`src/rtl/memory_access_ctrl.sv`:
```
// Memory access controller: accepts single-word writes and read bursts of
// up to 16 beats, sequences them onto a synchronous single-port memory and
// returns one response beat per word through a valid/ready handshake.
module memory_access_ctrl #(
    parameter int ADDR_W = 4,
    parameter int DATA_W = 8
) (
    input  logic              clk,
    input  logic              rst,
    input  logic              req_valid,
    output logic              req_ready,
    input  logic              req_we,
    input  logic [ADDR_W-1:0] req_addr,
    input  logic [3:0]        req_len,
    input  logic [DATA_W-1:0] req_wdata,
    output logic              rsp_valid,
    input  logic              rsp_ready,
    output logic [DATA_W-1:0] rsp_data,
    output logic              rsp_last,
    output logic              mem_we,
    output logic [ADDR_W-1:0] mem_address,
    output logic [DATA_W-1:0] mem_data_in,
    input  logic [DATA_W-1:0] mem_data_out
);

    typedef enum logic [1:0] {
        IDLE    = 2'd0,
        ISSUE   = 2'd1,
        CAPTURE = 2'd2,
        RESP    = 2'd3
    } state_t;

    state_t              state_reg, state_next;
    logic                we_reg;
    logic [ADDR_W-1:0]   addr_reg;
    logic [3:0]          len_reg;
    logic [3:0]          beat_reg;
    logic [DATA_W-1:0]   wdata_reg;
    logic [DATA_W-1:0]   rsp_data_reg;
    logic                last_beat;

    // Writes always carry len 0, so the final-beat compare covers both kinds.
    assign last_beat = (beat_reg == len_reg);

    // Next-state decode; the handshake inputs only matter in IDLE and RESP.
    always_comb begin
        state_next = state_reg;
        case (state_reg)
            IDLE:    if (req_valid) state_next = ISSUE;
            ISSUE:   state_next = we_reg ? RESP : CAPTURE;
            CAPTURE: state_next = RESP;
            RESP:    if (rsp_ready) state_next = last_beat ? IDLE : ISSUE;
            default: state_next = IDLE;
        endcase
    end

    // State register and datapath registers; reset overrides every handshake.
    always_ff @(posedge clk) begin
        if (rst) begin
            state_reg    <= IDLE;
            we_reg       <= 1'b0;
            addr_reg     <= '0;
            len_reg      <= '0;
            beat_reg     <= '0;
            wdata_reg    <= '0;
            rsp_data_reg <= '0;
        end else begin
            state_reg <= state_next;
            case (state_reg)
                IDLE: begin
                    if (req_valid) begin
                        we_reg    <= req_we;
                        addr_reg  <= req_addr;
                        len_reg   <= req_we ? 4'd0 : req_len;
                        wdata_reg <= req_wdata;
                        beat_reg  <= '0;
                    end
                end
                ISSUE: begin
                    // Write acknowledge carries zero data.
                    if (we_reg) rsp_data_reg <= '0;
                end
                CAPTURE: begin
                    // Memory registered the word on the ISSUE edge.
                    rsp_data_reg <= mem_data_out;
                end
                RESP: begin
                    if (rsp_ready && !last_beat) begin
                        addr_reg <= addr_reg + 1'b1;
                        beat_reg <= beat_reg + 1'b1;
                    end
                end
                default: ;
            endcase
        end
    end

    // Outputs are decoded from state or taken straight from registers.
    assign req_ready   = (state_reg == IDLE);
    assign rsp_valid   = (state_reg == RESP);
    assign rsp_last    = (state_reg == RESP) && last_beat;
    assign rsp_data    = rsp_data_reg;
    assign mem_we      = (state_reg == ISSUE) && we_reg;
    assign mem_address = addr_reg;
    assign mem_data_in = wdata_reg;

endmodule

```
`config.mk`:
```
export PLATFORM = sky130hd
export DESIGN_NAME = memory_access_ctrl
export DESIGN_NICKNAME = d
export VERILOG_FILES = /design/src/rtl/memory_access_ctrl.sv
export SDC_FILE = /design/constraint.sdc
export NUM_CORES = 1
export LEC_CHECK = 0
export ABC_CLOCK_PERIOD_IN_PS = 4500
export BUFFER_PORTS_ARGS = -buffer_cell sky130_fd_sc_hd__buf_2
export CORE_UTILIZATION = 40
export DETAILED_ROUTE_END_ITERATION = 16
export PLACE_DENSITY = 0.78
export SLEW_MARGIN = 20
export SYNTH_ARGS = -nofsm -noshare
export SYNTH_HDL_FRONTEND = slang
export SYNTH_SLANG_ARGS = --single-unit
```
`constraint.sdc`:
```
create_clock -name clk -period 4.5 [get_ports clk]
set_clock_uncertainty 0.15 [all_clocks]
set_input_delay 0.9 -clock clk [delete_from_list [all_inputs] [get_ports clk]]
set_output_delay 0.9 -clock clk [all_outputs]
set_load 0.02 [all_outputs]
```
==> run metrics, run 1 <==
syn_area_per_cell=8.43 sq um; Tmin final=2.79 ns; 1st-iter DRT viols=65; placer's final routability congestion estimate=0.744; P&R area growth vs syn=24.4%; Core Util, Final=53.2%; Synth Warn #=0; hold wc startpoint=mem_data_in[7]; Fin Hold WS=0.307 ns; final setup fails=0; crit-path max cell delay=0.53 ns; Sum Neg Setup Slack=0 ns; worst path buffer plus inverter count=1; sequential area share after synthesis=42.5%; CP top delay family=simple AND/OR/NAND/NOR gates; vias in the first global route=1263; worst skew pair latency=0.32 ns; crit start category=flop; fmax=0.358 GHz; Cell Rows=21; clk buf depth=2; Antenna Violating Nets Remaining=0; Initial Util=42.7%; first-pass GRT wire length=5.35 mm; CP Cell Sequence=xor2_1 > nor4_4 > and2_1 > buf_2; Relative slew margins=57.8%; CP Class=reg -> out; worst slew pin tran=0.634 ns; CTS Root Cell=clkbuf_4; post-synthesis mux area share=2.14%; crit path max fanout=10; status=complete, no violations; I/O Buffers=52; crit end category=output pin; final hold vios=0; # H-tree levels=2; Worst Path Arrival=1.74 ns; adder-cell share of the synthesized area=6.00%; clock slew at reported path FFs=0.09 ns; synthesized area=1460 sq um; postcts setup bufs=0; Net count, final=260; CP startpoint=beat_reg[3]; pwr dens=556 nW/um^2; Simple-Gate Fraction of Synth Area=26.8%; largest net degree at the start of global routing=33; proportion of layout cells with a drive suffix above 1=28.4%; DRC viols=0; wire length per cell=11.3 um; CTS tree=done; MaxCap Viol Count=0; r2r startpoint=state_reg[0]; Core Area=3420 sq um; pre-CTS WS=2.06 ns; Crit-path slowest cell=nor4_4; final wirelength=3.07 mm; DR vias=1370; Synth Area in XOR/XNOR=2.40%; total grt overflow=0; CTS Buf Count=5; Synth Net Count=209; cts repair resizes=0; CTS sink cnt=31; Cells after Synth=173; leakage=0.825 nW; cell area after placement=1750 sq um; final setup margin=1.71 ns; die area=3890 sq um; RSZ-0062 raised after global routing=false; synth unique cells=34; Total GRT Usage=17.6%; DRT Pass-1 Iters=4; maximum VDD drop=0.329 mV; Die Width=62.4 um; hpwl dp=2.18 mm; # IOs=53; DIE HEIGHT=62.4 um; Critical Path RT=3.45 ns; HP Class=reg -> reg; Synth Area in Compound Gates=17.3%; Hold Buf Count CTS=0; largest family of logic cells by synthesized area=simple AND/OR/NAND/NOR gates; Antenna diodes=0; DR vias/cell=5.06; Slew Limit Fails=0; number of fill cells=347; post-route cell area=1820 sq um; Tcrit/Tclk final=62.0%; flops & latches, synth=31; initial antenna violation count=0
-- final timing paths --
kind                         end  slack [ns]  cells past startpoint
setup / recovery        rsp_last        1.71                      4
hold / removal    mem_data_in[7]        0.31                      2
setup reg to reg     beat_reg[0]        2.37                      6
hold reg to reg   mem_data_in[7]        0.31                      2
-- metal layers --
metal | global-route usage [%] | part of all wire (%) | vias to the layer above
li1 | - | - | 697
met1 | 19.8 | 44 | 633
met2 | 29.1 | 50 | 38
met3 | 6.20 | 5.4 | 2
met4 | 9.30 | 1.2 | 0
met5 | 0 | 0 | -
-- stage by stage --
step / std cells / total power [mW]
floorplan: 173 / 0.717
global placement: 263 / 0.829
detailed placement: 263 / 0.836
CTS: 271 / 1.02
global route: 271 / 1.10
finish: 271 / 1.01
-- worst reg2reg max path, cell delays in order, from the launching register on --
cell,delay (ns)
dfxtp_1,0.39
ha_1,0.58
nand2b_1,0.15
and2_0,0.28
nor3b_1,0.18
o21ai_0,0.19
a21oi_1,0.09
-- area by class of cell --
class                           count  area [sq um]  share of cell area, %
Multi-Input combinational cell    131           797                   43.9
Sequential cell                    31           621                   34.2
Timing Repair Buffer               52           260                   14.3
Clock buffer                        8          68.8                   3.79
Tap cell                           46          57.6                   3.17
Inverter                            3          11.3                  0.620
-- kinds of logic (layout without fill, tap and decap cells) --
logic type | Yosys count | after routing
simple gates | 77 | 77
compound gates | 40 | 40
flops | 31 | 31
buf+inv | 11 | 63
fa+ha+maj | 7 | 7
xor+xnor | 4 | 4
mux | 3 | 3
-- layout by cell type, fill, tap and decap left out, drive strengths merged, types with 2 or more instances in the layout --
cell	instances
a21oi	20
nor2b	3
and2	7
inv	3
o21ai	4
nor2	17
dfxtp	31
a22oi	8
mux2i	2
ha	7
xor2	4
nor4	3
buf	52
nand2b	5
nand2	29
nand3b	6
clkbuf	8
nand3	3
-- where the power goes --
part	leakage, nW	internal, mW	switching [mW]
sequential	0.253	0.330	0.0369
combinational	0.534	0.169	0.289
clock	0.0386	0.0919	0.0918
-- cells in the mapped netlist, drive strengths merged --
cell | count | area share, %
dfxtp | 31 | 43
nand2 | 29 | 7.5
a21oi | 20 | 7.1
nor2 | 17 | 4.4
a22oi | 8 | 4.1
clkbuf | 8 | 2.1
and2 | 7 | 3.0
ha | 7 | 6.0
nand3b | 6 | 3.1
nand2b | 5 | 2.1
o21ai | 4 | 1.4
xor2 | 4 | 2.4
inv | 3 | 0.77
nand3 | 3 | 1.0
nor2b | 3 | 1.3
nor4 | 3 | 2.3
mux2i | 2 | 1.4
a211oi | 1 | 0.51
a21boi | 1 | 0.51
a21o | 1 | 1.0
a31oi | 1 | 0.43
a32oi | 1 | 0.60
mux2 | 1 | 0.77
nor3b | 1 | 0.51
nor4b | 1 | 0.60
o221ai | 1 | 0.60
o22ai | 1 | 0.43
o32ai | 1 | 0.60
or2 | 1 | 0.43
or2b | 1 | 0.51
No activity file was read; power rests on OpenSTA's default activity.
==> run 2, diff against run 1 <==
--- a/config.mk
+++ b/config.mk
@@ -5,11 +5,11 @@
 export SDC_FILE = /design/constraint.sdc
 export NUM_CORES = 1
 export LEC_CHECK = 0
-export ABC_CLOCK_PERIOD_IN_PS = 4500
+export ABC_CLOCK_PERIOD_IN_PS = 2390
 export BUFFER_PORTS_ARGS = -buffer_cell sky130_fd_sc_hd__buf_2
 export CORE_UTILIZATION = 40
 export DETAILED_ROUTE_END_ITERATION = 16
-export PLACE_DENSITY = 0.78
+export PLACE_DENSITY = 0.8
 export SLEW_MARGIN = 20
 export SYNTH_ARGS = -nofsm -noshare
 export SYNTH_HDL_FRONTEND = slang
==> constraint.sdc (replaced) <==
create_clock -name clk -period 2.39 [get_ports clk]
set_clock_uncertainty 0.15 [all_clocks]
set_input_delay 0.478 -clock clk [delete_from_list [all_inputs] [get_ports clk]]
set_output_delay 0.478 -clock clk [all_outputs]
set_load 0.02 [all_outputs]
==> run metrics, run 2 (synthesis gave the netlist of run 1 again) <==
vias in the first global route=1217; fmax=0.457 GHz; commonest non-fill, non-tap cell in the layout=buf_2; DR vias=1367; Crit-path slowest cell=ha_1; number of fill cells=324; Worst Path Arrival=1.56 ns; combinational fraction of design power=46.1%; Slew Limit Fails=0; Clk pwr share=18.0%; Power, Total=1.93 mW; I/O Buffers=52; CP Class=reg -> out; CP top delay family=adder cells; post-route cell area=1850 sq um; # IOs=53; crit end category=output pin; CP startpoint=state_reg[0]; DRC viols=0; Core Util, Final=54.1%; DIE HEIGHT=62.4 um; Critical Path RT=1.76 ns; R2R Setup Slk=0.50 ns; proportion of layout cells with a drive suffix above 1=30.1%; pre-CTS WS=0.532 ns; worst slew pin tran=0.577 ns; # H-tree levels=2; MaxCap Viol Count=0; FF-to-FF End=beat_reg[1]; Reg power frac=35.9%; Relative slew margins=61.3%; final wirelength=3.07 mm; CTS Buf Count=5; internal power=1.14 mW; Initial Util=42.7%; clock slew at reported path FFs=0.10 ns; 1st-iter DRT viols=49; DRT Pass-1 Iters=4; clk buf depth=2; Antenna diodes=0; placer's final routability congestion estimate=0.747; worst path buffer plus inverter count=2; Levels on crit path=3; r2r startpoint=state_reg[0]; postcts setup bufs=0; Tmin final=2.19 ns; P&R area growth vs syn=26.8%; HP Class=in -> reg; largest net degree at the start of global routing=19; final setup margin=0.202 ns; commonest cells after routing, fill and taps aside=buf_2 (52), dfxtp_1 (31), nand2_1 (29); Sum Neg Setup Slack=0 ns; Fin Hold WS=0.225 ns; Antenna Violating Nets Remaining=0; Post-Place Cells=267; crit-path max cell delay=0.43 ns; end point of the critical path=rsp_valid; initial antenna violation count=0; Sw Ratio=41.3%; die area=3890 sq um; status=complete, no violations; Tcrit/Tclk final=91.5%; cell area after placement=1780 sq um; final hold vios=0; pwr dens=1040 nW/um^2; Die Width=62.4 um; Worst Reg-to-Reg Cells=6; Cell Rows=21; CTS tree=done; first-pass GRT wire length=5.27 mm; maximum VDD drop=0.502 mV; RSZ-0062 raised after global routing=false; leakage=0.843 nW; DR vias/cell=4.97; hpwl dp=2.29 mm; Hold Buf Count CTS=0; final setup fails=0; Total GRT Usage=17.4%; crit start category=flop; wire length per cell=11.1 um; CTS Root Cell=clkbuf_4; NetSw=0.797 mW; Net count, final=264; post-route insts no fill=275; worst skew pair latency=0.33 ns; Core Area=3420 sq um; CTS sink cnt=31; cts repair resizes=0; crit path max fanout=13; CP Cell Sequence=ha_1 > buf_4 > buf_2; total grt overflow=0
-- run 2: cell types whose count changed in the layout (fill, tap and decap cells not counted), sizes merged --
| cell | previous run | this run |
|---|---|---|
| buf | 52 | 56 |
| clkinvlp | 0 | 1 |
| clkbuf | 8 | 7 |
-- run 2: how the worst min path moves through the flow --
stage                     from             end  slack, ns  depth (start not counted)
2_1_floorplan           we_reg          we_reg       0.29                          2
3_3_place_gp    mem_data_in[7]  mem_data_in[7]       0.29                          2
3_5_place_dp    mem_data_in[2]  mem_data_in[2]       0.30                          2
4_1_cts           req_wdata[2]  mem_data_in[2]       0.21                          3
5_1_grt        mem_data_out[3]     rsp_data[3]       0.21                          3
6_report          req_wdata[2]  mem_data_in[2]       0.23                          3
-- run 2: power groups by stage --
stage	clock, mW	combinational (mW)	sequential, mW
2_1_floorplan	0	0.563	0.787
3_3_place_gp	0	0.883	0.702
3_5_place_dp	0	0.896	0.706
4_1_cts	0.360	0.900	0.695
5_1_grt	0.387	1.01	0.707
6_report	0.348	0.892	0.693
-- run 2: routing by layer --
| layer | vias to the layer above | GRT usage (%) | part of all wire (%) |
|---|---|---|---|
| met1 | 630 | 20.0 | 44 |
| met3 | 5 | 6.57 | 4.7 |
| li1 | 704 | - | - |
| met4 | 0 | 8.72 | 2.0 |
| met5 | - | 0 | 0 |
| met2 | 28 | 28.2 | 50 |
-- run 2: cell type report --
class	instances	area, sq um	share of cell area [%]
tap	46	57.6	3.11
timing repair buffer	56	290	15.7
clock inverter	1	7.51	0.406
clock buffer	7	65.1	3.52
multi-input combinational	131	797	43.1
inverter	3	11.3	0.609
sequential	31	621	33.6
-- run 2: worst register-to-register path, cell delays in order, from the launching register on --
cell and delay, ns:
dfxtp_1 0.40, ha_1 0.43, nand2b_1 0.12, and2_0 0.25, nor2b_1 0.18, a32oi_1 0.19
nor2_1 0.06
==> run 3, diff against run 2 <==
--- a/config.mk
+++ b/config.mk
@@ -6,7 +6,7 @@
 export NUM_CORES = 1
 export LEC_CHECK = 0
 export ABC_CLOCK_PERIOD_IN_PS = 2390
-export BUFFER_PORTS_ARGS = -buffer_cell sky130_fd_sc_hd__buf_2
+export BUFFER_PORTS_ARGS = -buffer_cell sky130_fd_sc_hd__buf_4
 export CORE_UTILIZATION = 40
 export DETAILED_ROUTE_END_ITERATION = 16
 export PLACE_DENSITY = 0.8
==> run metrics, run 3 (synthesis gave the netlist of run 1 again) <==
I/O Buffers=52; Critical Path RT=1.76 ns; Reg power frac=35.8%; vias in the first global route=1248; wire length per cell=11.1 um; total grt overflow=0; post-route cell area=1950 sq um; Net count, final=262; CTS tree=done; CTS Buf Count=5; initial antenna violation count=0; status=complete, no violations; Cell Rows=21; largest net degree at the start of global routing=33; crit start category=flop; Antenna diodes=0; pwr dens=998 nW/um^2; # IOs=53; cts repair resizes=0; Sw Ratio=40.7%; # H-tree levels=2; CTS Root Cell=clkbuf_4; DRC viols=0; hold depth=3; final wirelength=3.03 mm; leakage=0.856 nW; Tcrit/Tclk final=87.4%; Worst Path Arrival=1.46 ns; first-pass GRT wire length=5.30 mm; r2r startpoint=state_reg[0]; HP Class=in -> reg; P&R area growth vs syn=33.5%; Core Area=3420 sq um; combinational fraction of design power=48.5%; maximum VDD drop=0.474 mV; clock slew at reported path FFs=0.09 ns; DIE HEIGHT=62.4 um; CTS sink cnt=31; DRT Pass-1 Iters=4; NetSw=0.791 mW; R2R Setup Slk=0.53 ns; Antenna Violating Nets Remaining=0; Clk pwr share=15.7%; hold wc startpoint=mem_data_out[2]; pre-CTS WS=0.556 ns; hpwl dp=2.21 mm; Relative slew margins=62.5%; Slew Limit Fails=0; final setup fails=0; worst skew pair latency=0.33 ns; DR vias=1344; placer's final routability congestion estimate=0.738; Sum Neg Setup Slack=0 ns; fmax=0.479 GHz; postcts setup bufs=0; RSZ-0062 raised after global routing=false; Hold Buf Count CTS=0; commonest non-fill, non-tap cell in the layout=buf_4; clk buf depth=2; internal power=1.15 mW; FF-to-FF End=mem_address[0]; Fin Hold WS=0.232 ns; Tmin final=2.09 ns; crit end category=output pin; cell area after placement=1890 sq um; final setup margin=0.301 ns; crit path max fanout=5; die area=3890 sq um; DR vias/cell=4.94; Core Util, Final=57.0%; Worst Hold End=rsp_data[2]; Total GRT Usage=17.1%; CP Class=reg -> out; Worst Reg-to-Reg Cells=7; Initial Util=42.7%; proportion of layout cells with a drive suffix above 1=29.2%; worst slew pin tran=0.559 ns; 1st-iter DRT viols=56; final hold vios=0; commonest cells after routing, fill and taps aside=buf_4 (54), dfxtp_1 (31), nand2_1 (29); MaxCap Viol Count=0; Die Width=62.4 um
## run 3: cell type report
type	instances	area [sq um]
fill	322	1470
multi-input combinational	131	797
sequential	31	621
timing repair buffer	54	405
tap	46	57.6
clock buffer	6	51.3
inverter	3	11.3
clock inverter	1	5.00
## run 3: routing by layer
layer	global-route usage [%]	vias to the layer above	routed length, um
met4	7.85	0	24
met2	28.6	28	1480
met1	19.6	615	1360
met5	0	-	0
met3	5.84	2	170
li1	-	699	-
## run 3: worst max path at each step
stage,start,endpoint,slack [ns],cells after the start
final,beat_reg[3],rsp_last,0.30,4
after global routing,beat_reg[3],rsp_last,0.18,4
after CTS,beat_reg[3],rsp_last,0.28,4
after detailed placement,state_reg[0],mem_address[0],0.56,7
after global placement,state_reg[0],mem_address[0],0.62,7
after floorplan,state_reg[0],rsp_last,0.28,4
## run 3: power by group through the flow
stage	Clock, mW	Combinational, mW	Sequential [mW]
after floorplan	0	0.563	0.787
after global placement	0	0.941	0.707
after detailed placement	0	0.948	0.708
after CTS	0.315	0.952	0.697
after global routing	0.349	1.06	0.711
final	0.306	0.944	0.695
## run 3: critical path, cell delays in order, from the launching register on
cell,delay [ns]
dfxtp_1,0.35
xor2_1,0.19
nor4_4,0.29
and2_1,0.17
buf_4,0.14
## run 3: metrics by stage
stage               total power [mW]  instances
global route                    2.12        272
CTS                             1.96        272
finish                          1.94        272
floorplan                       1.35        173
global placement                1.65        265
detailed placement              1.66        265
